## src/rtl/bp_fpga_host_pkg.sv

```systemverilog
// Shared NBF definitions for the FPGA host path: default-width packet layout,
// opcode constants for downstream stages and a word-count helper.
package bp_fpga_host_pkg;

  localparam int nbf_opcode_width_gp = 8;
  localparam int nbf_addr_width_gp   = 64;
  localparam int nbf_data_width_gp   = 64;

  // Field order puts the opcode in the LSBs, matching the host word order.
  typedef struct packed {
    logic [nbf_data_width_gp-1:0]   data;
    logic [nbf_addr_width_gp-1:0]   addr;
    logic [nbf_opcode_width_gp-1:0] opcode;
  } bp_fpga_host_nbf_s;

  localparam logic [7:0] nbf_op_write_4_gp = 8'h02;
  localparam logic [7:0] nbf_op_write_8_gp = 8'h03;
  localparam logic [7:0] nbf_op_read_4_gp  = 8'h12;
  localparam logic [7:0] nbf_op_read_8_gp  = 8'h13;
  localparam logic [7:0] nbf_op_fence_gp   = 8'hFE;
  localparam logic [7:0] nbf_op_finish_gp  = 8'hFF;

  function automatic int nbf_words(input int nbf_width, input int word_width);
    return (nbf_width + word_width - 1) / word_width;
  endfunction

endpackage

```

## src/rtl/blackparrot_fpga_host_nbf_sipo.sv

```systemverilog
// Host-word to NBF-packet deserializer: gathers words LSB-first into one packet,
// presents it on a valid/ready_and port and tracks packet count and pad errors.
module blackparrot_fpga_host_nbf_sipo
  import bp_fpga_host_pkg::*;
#(
  parameter int fifo_data_width_p  = 32,
  parameter int nbf_opcode_width_p = 8,
  parameter int nbf_addr_width_p   = 64,
  parameter int nbf_data_width_p   = 64
) (
  input  logic                          clk_i,
  input  logic                          reset_i,
  input  logic                          word_v_i,
  input  logic [fifo_data_width_p-1:0]  word_data_i,
  output logic                          word_ready_and_o,
  output logic                          nbf_v_o,
  output logic [nbf_opcode_width_p-1:0] nbf_opcode_o,
  output logic [nbf_addr_width_p-1:0]   nbf_addr_o,
  output logic [nbf_data_width_p-1:0]   nbf_data_o,
  input  logic                          nbf_ready_and_i,
  output logic [31:0]                   pkt_count_o,
  output logic                          pad_err_o
);

  localparam int nbf_width_lp = nbf_opcode_width_p + nbf_addr_width_p + nbf_data_width_p;
  localparam int words_lp     = nbf_words(nbf_width_lp, fifo_data_width_p);
  localparam int pad_lp       = words_lp * fifo_data_width_p - nbf_width_lp;
  localparam int cnt_width_lp = (words_lp > 1) ? $clog2(words_lp) : 1;

  localparam logic [0:0] state_collect = 1'b0;
  localparam logic [0:0] state_send    = 1'b1;

  typedef struct packed {
    logic [nbf_data_width_p-1:0]   data;
    logic [nbf_addr_width_p-1:0]   addr;
    logic [nbf_opcode_width_p-1:0] opcode;
  } nbf_s;

  logic [0:0]              state_reg, state_next;
  logic [cnt_width_lp-1:0] word_cnt_reg, word_cnt_next;
  logic [31:0]             pkt_count_reg;
  logic                    pad_err_reg;
  logic                    word_hs, nbf_hs, last_word, pad_nz;
  logic [nbf_width_lp-1:0] buffer;
  nbf_s                    nbf_cast;

  assign word_hs   = word_v_i & (state_reg == state_collect);
  assign nbf_hs    = nbf_ready_and_i & (state_reg == state_send);
  assign last_word = (word_cnt_reg == cnt_width_lp'(words_lp - 1));

  always_comb begin
    state_next    = state_reg;
    word_cnt_next = word_cnt_reg;
    case (state_reg)
      state_collect: begin
        if (word_hs) begin
          if (last_word) begin
            word_cnt_next = '0;
            state_next    = state_send;
          end else begin
            word_cnt_next = word_cnt_reg + cnt_width_lp'(1);
          end
        end
      end
      default: begin
        if (nbf_hs) state_next = state_collect;
      end
    endcase
  end

  always_ff @(posedge clk_i) begin
    if (reset_i) begin
      state_reg     <= state_collect;
      word_cnt_reg  <= '0;
      pkt_count_reg <= '0;
      pad_err_reg   <= 1'b0;
    end else begin
      state_reg    <= state_next;
      word_cnt_reg <= word_cnt_next;
      if (nbf_hs) pkt_count_reg <= pkt_count_reg + 32'd1;
      if (word_hs && last_word && pad_nz) pad_err_reg <= 1'b1;
    end
  end

  // One register per word slot; the top slot drops the pad bits, which are only
  // inspected on the fly for the error flag.
  for (genvar gi = 0; gi < words_lp; gi++) begin : g_slot
    localparam int slot_w = (gi == words_lp - 1) ? fifo_data_width_p - pad_lp : fifo_data_width_p;
    logic [slot_w-1:0] slot_reg;

    always_ff @(posedge clk_i) begin
      if (reset_i) begin
        slot_reg <= '0;
      end else if (word_hs && (word_cnt_reg == cnt_width_lp'(gi))) begin
        slot_reg <= word_data_i[slot_w-1:0];
      end
    end

    assign buffer[gi*fifo_data_width_p +: slot_w] = slot_reg;
  end

  if (pad_lp > 0) begin : g_pad
    assign pad_nz = |word_data_i[fifo_data_width_p-1 -: pad_lp];
  end else begin : g_no_pad
    assign pad_nz = 1'b0;
  end

  assign nbf_cast         = nbf_s'(buffer);
  assign word_ready_and_o = (state_reg == state_collect);
  assign nbf_v_o          = (state_reg == state_send);
  assign nbf_opcode_o     = nbf_cast.opcode;
  assign nbf_addr_o       = nbf_cast.addr;
  assign nbf_data_o       = nbf_cast.data;
  assign pkt_count_o      = pkt_count_reg;
  assign pad_err_o        = pad_err_reg;

`ifndef SYNTHESIS
  logic stall_reg;
  nbf_s held_reg;

  always_ff @(posedge clk_i) begin
    if (reset_i) begin
      stall_reg <= 1'b0;
      held_reg  <= '0;
    end else begin
      assert (fifo_data_width_p == 32) else $error("host word width must be 32");
      assert (nbf_width_lp <= words_lp * 32) else $error("packet wider than word buffer");
      if (stall_reg) assert (nbf_cast == held_reg) else $error("packet changed while stalled");
      stall_reg <= nbf_v_o & ~nbf_ready_and_i;
      held_reg  <= nbf_cast;
    end
  end
`endif

endmodule

```

## config.mk

```make
export PLATFORM = sky130hd
export DESIGN_NAME = blackparrot_fpga_host_nbf_sipo
export DESIGN_NICKNAME = d
export VERILOG_FILES = /design/src/rtl/bp_fpga_host_pkg.sv /design/src/rtl/blackparrot_fpga_host_nbf_sipo.sv
export SDC_FILE = /design/constraint.sdc
export NUM_CORES = 1
export LEC_CHECK = 0
export BUFFER_PORTS_ARGS = -buffer_cell sky130_fd_sc_hd__buf_2
export CORE_MARGIN = 10
export CORE_UTILIZATION = 51
export CTS_CLUSTER_SIZE = 28
export DETAILED_ROUTE_END_ITERATION = 8
export PLACE_DENSITY = 0.8
export SETUP_SLACK_MARGIN = 0.4
export SLEW_MARGIN = 20
export SYNTH_ARGS = -nofsm -noshare
export SYNTH_HDL_FRONTEND = slang
export SYNTH_SLANG_ARGS = --single-unit
```

## constraint.sdc

```tcl
create_clock -name clk_i -period 2.42 [get_ports clk_i]
set_clock_uncertainty 0.2 [all_clocks]
set_input_delay 0.484 -clock clk_i [delete_from_list [all_inputs] [get_ports clk_i]]
set_output_delay 0.484 -clock clk_i [all_outputs]
set_load 0.02 [all_outputs]
```

==> Flow_metrics.wiki <==
{| class="wikitable"
! Metric !! Value
|-
| Top Ports || 207
|-
| Largest register FFs || 136
|-
| Crit path time final || 2040 ps
|-
| Most frequent cells in the layout || sky130_fd_sc_hd__nand2_1 (290), sky130_fd_sc_hd__buf_2 (205), sky130_fd_sc_hd__a21oi_1 (156)
|-
| Static leakage || 3.64 nW
|-
| Number of distinct library cells after synthesis || 36
|-
| Netlist area before placement || 6510 um2
|-
| Final setup TNS || 0 ps
|-
| Register bit total from synthesis || 173
|-
| Fraction of final layout cells sized beyond drive strength 1 || 0.300
|-
| Number of global-route vias before repair || 6137
|-
| Internal power summed over all cells || 0.00462 W
|-
| Final hold viol count || 0
|-
| Ordered cell list for the critical path || ha_2 -> nand3_4 -> or4_2 -> or3_1 -> a21oi_1
|-
| Final core area utilization || 0.678
|-
| Initial antenna violation count || 0
|-
| Largest stage delay on the critical path || 630 ps
|-
| Most common cell after layout, fill and taps aside || sky130_fd_sc_hd__nand2_1
|-
| Setup CP Type || flop to flop
|-
| Number of maximum-capacitance constraint violations || 0
|-
| Synthesized netlist cell count || 818
|-
| Average size of a mapped cell || 7.96 um2
|-
| Iteration count of the initial detailed-routing pass || 5
|-
| GRT Overall Usage || 0.221
|-
| Setup-violating endpoint count in the final report || 0
|-
| Final net count || 1061
|-
| Critical path's slowest cell || sky130_fd_sc_hd__or4_2
|-
| CTS max path bufs || 2
|-
| Hold Buf Count CTS || 0
|-
| Post-route DRC violation count || 0
|-
| TritonCTS buffer count || 17
|-
| Minimum setup slack in the final design || 378 ps
|-
| Routed via count || 6347
|-
| # rows || 41
|-
| Combinational fraction of design power || 0.082
|-
| Maximum number of pins on one net before global-route repair || 64
|-
| Global-route wire length before repair || 31900 um
|-
| Number of sinks driven by the clock tree || 173
|-
| CTS H-tree depth || 4
|-
| Most used flip-flop cell after synthesis || sky130_fd_sc_hd__dfxtp_1
|-
| Starting Density || 0.518
|-
| Power share of the sequential group || 0.479
|-
| Reported net switching power || 0.00155 W
|-
| Critical-path maximum fanout || 8
|-
| Number of synthesis warnings || 0
|-
| Die Height || 133 um
|-
| Pins Over Slew Limit || 0
|-
| Highest Clock Rate || 490 MHz
|-
| Part of the Yosys area used for sequential elements || 0.532
|-
| Post-detailed-route count of antenna-violating nets || 0
|-
| Vias per inst || 5.27
|-
| Worst setup timing slack at the placement stage || 148 ps
|-
| Multi-input gate area in the final layout || 2880 um2
|-
| Weighted congestion reported at the end of routability-driven placement || 0.807
|-
| Startpoint type of the worst setup path || flop
|-
| Final period util || 0.844
|-
| Power Dens Cells || 723 nW/um2
|-
| Gr ovfl total || 0
|-
| Core region area || 12600 um2
|-
| Clock group share of total power || 0.439
|-
| Master cell of the clock root buffer || sky130_fd_sc_hd__clkbuf_16
|-
| Diode count || 0
|-
| IO buf count || 206
|-
| Share of async-settable or async-resettable flops after synthesis || 0
|-
| Endpoint type of the worst setup path || flop
|-
| Total Die Area || 17700 um2
|-
| Synth-to-layout area growth || 30.8%
|-
| Clock insertion delay at the later pin of the skew report || 420 ps
|-
| Worst relative slew slack || 0.671
|-
| Class of the most critical hold timing path || input port to flop
|-
| Setup repair after global routing missed its margin || yes
|-
| Transition at the pin with the smallest max-transition slack || 494 ps
|-
| Detailed Route WL || 20100 um
|-
| Data arrival at the endpoint of the critical path || 2190 ps
|-
| Data required time of the critical path || 2570 ps
|-
| Flip-flop and latch area || 3510 um2
|-
| Drt wl/cell || 16.7 um
|-
| Clock Pin Slew Worst Setup and Hold Paths || 70 ps
|-
| Switching part of the total power || 0.251
|-
| PnR Total Power || 0.00616 W
|-
| CTS tree || done
|-
| HPWL after detailed placement || 14000 um
|-
| Number of enable-type register cells in the synthesized netlist || 0
|-
| Number of violations reported at the end of detailed-routing iteration 0 || 488
|-
| Net count after synthesis || 860
|-
| Result of the run || completed
|-
| Peak supply drop || 0.535 mV
|-
| DIE WIDTH || 133 um
|-
| Count of filler cells inserted in the layout || 1076
|}
==> final timing paths <==
kind	start	endpoint	slack [ps]	depth (start not counted)
worst max register to register	pkt_count_o[1]$_SDFFE_PP0P_	pkt_count_o[14]$_SDFFE_PP0P_	380	5
worst min register to register	g_slot[2].slot_reg[19]$_SDFFE_PP0P_	g_slot[2].slot_reg[19]$_SDFFE_PP0P_	250	2
worst min-delay path	word_data_i[22]	g_slot[2].slot_reg[22]$_SDFFE_PP0P_	130	3
worst max-delay path	pkt_count_o[1]$_SDFFE_PP0P_	pkt_count_o[14]$_SDFFE_PP0P_	380	5
==> per-stage QoR <==
| step | cells | cell area, um2 | hold WS (ps) |
|---|---|---|---|
| detailed placement | 1161 | 7800 | 243 |
| global placement | 1161 | 7800 | 231 |
| finish | 1204 | 8520 | 130 |
| global route | 1204 | 8520 | 133 |
| floorplan | 818 | 6590 | 269 |
| CTS | 1193 | 8390 | 119 |
==> logic make-up after synthesis <==
group | synth area share
simple gates | 0.256
fa+ha+maj | 0.0115
xor+xnor | 0.0134
compound gates | 0.135
mux | 0.0121
buf+inv | 0.0400
flops | 0.532
==> critical path: cells and delay by family (launching register included) <==
family / cells / cell delay, ps
DFF: 1 / 360
adders and majority gates: 1 / 190
AOI/OAI and AO/OA: 1 / 150
and+or+nand+nor: 3 / 1070
==> synthesized netlist by cell type (5+ instances only) <==
cell	count	area [um2]
sky130_fd_sc_hd__nor4_1	14	87.6
sky130_fd_sc_hd__mux2_2	7	78.8
sky130_fd_sc_hd__dfxtp_1	173	3460
sky130_fd_sc_hd__o31ai_1	5	37.5
sky130_fd_sc_hd__inv_1	12	45.0
sky130_fd_sc_hd__or4_1	7	52.6
sky130_fd_sc_hd__nor2b_1	8	50.1
sky130_fd_sc_hd__ha_1	6	75.1
sky130_fd_sc_hd__o21ai_0	7	35.0
sky130_fd_sc_hd__nand3_1	11	55.1
sky130_fd_sc_hd__nand4_1	9	56.3
sky130_fd_sc_hd__nor2_1	19	71.3
sky130_fd_sc_hd__or3_1	6	37.5
sky130_fd_sc_hd__a21oi_1	156	781
sky130_fd_sc_hd__clkbuf_1	50	188
sky130_fd_sc_hd__nand2_1	291	1090
sky130_fd_sc_hd__xnor2_1	6	52.6
==> final cells by class <==
class	count	area share
inverter	12	0.00529
clock inverter	13	0.0163
tap	172	0.0253
timing repair buffer	235	0.152
sequential	173	0.411
clock buffer	19	0.0520
multi-input combinational	580	0.338
==> layer usage <==
metal	wire, um	GRT usage
met2	9730	0.355
met5	0	0
met4	425	0.0856
met3	1980	0.0950
met1	8010	0.255
==> power groups by stage <==
stage	clock (W)	sequential, W	combinational, W
3_3_place_gp	0	0.00301	0.000500
4_1_cts	0.00273	0.00295	0.000508
5_1_grt	0.00286	0.00296	0.000560
6_report	0.00271	0.00295	0.000506
2_1_floorplan	0	0.00310	0.000192
3_5_place_dp	0	0.00301	0.000506
==> what timing repair did <==
item / in CTS / in global routing
hold endpoints to repair: 0 / 0
setup buffers: 0 / 10
resized for setup: 2 / 8
endpoints found under the setup margin: 7 / 19
pin swaps: 2 / 1
cloned: 0 / 1
Power figures use the tool's default switching activity.
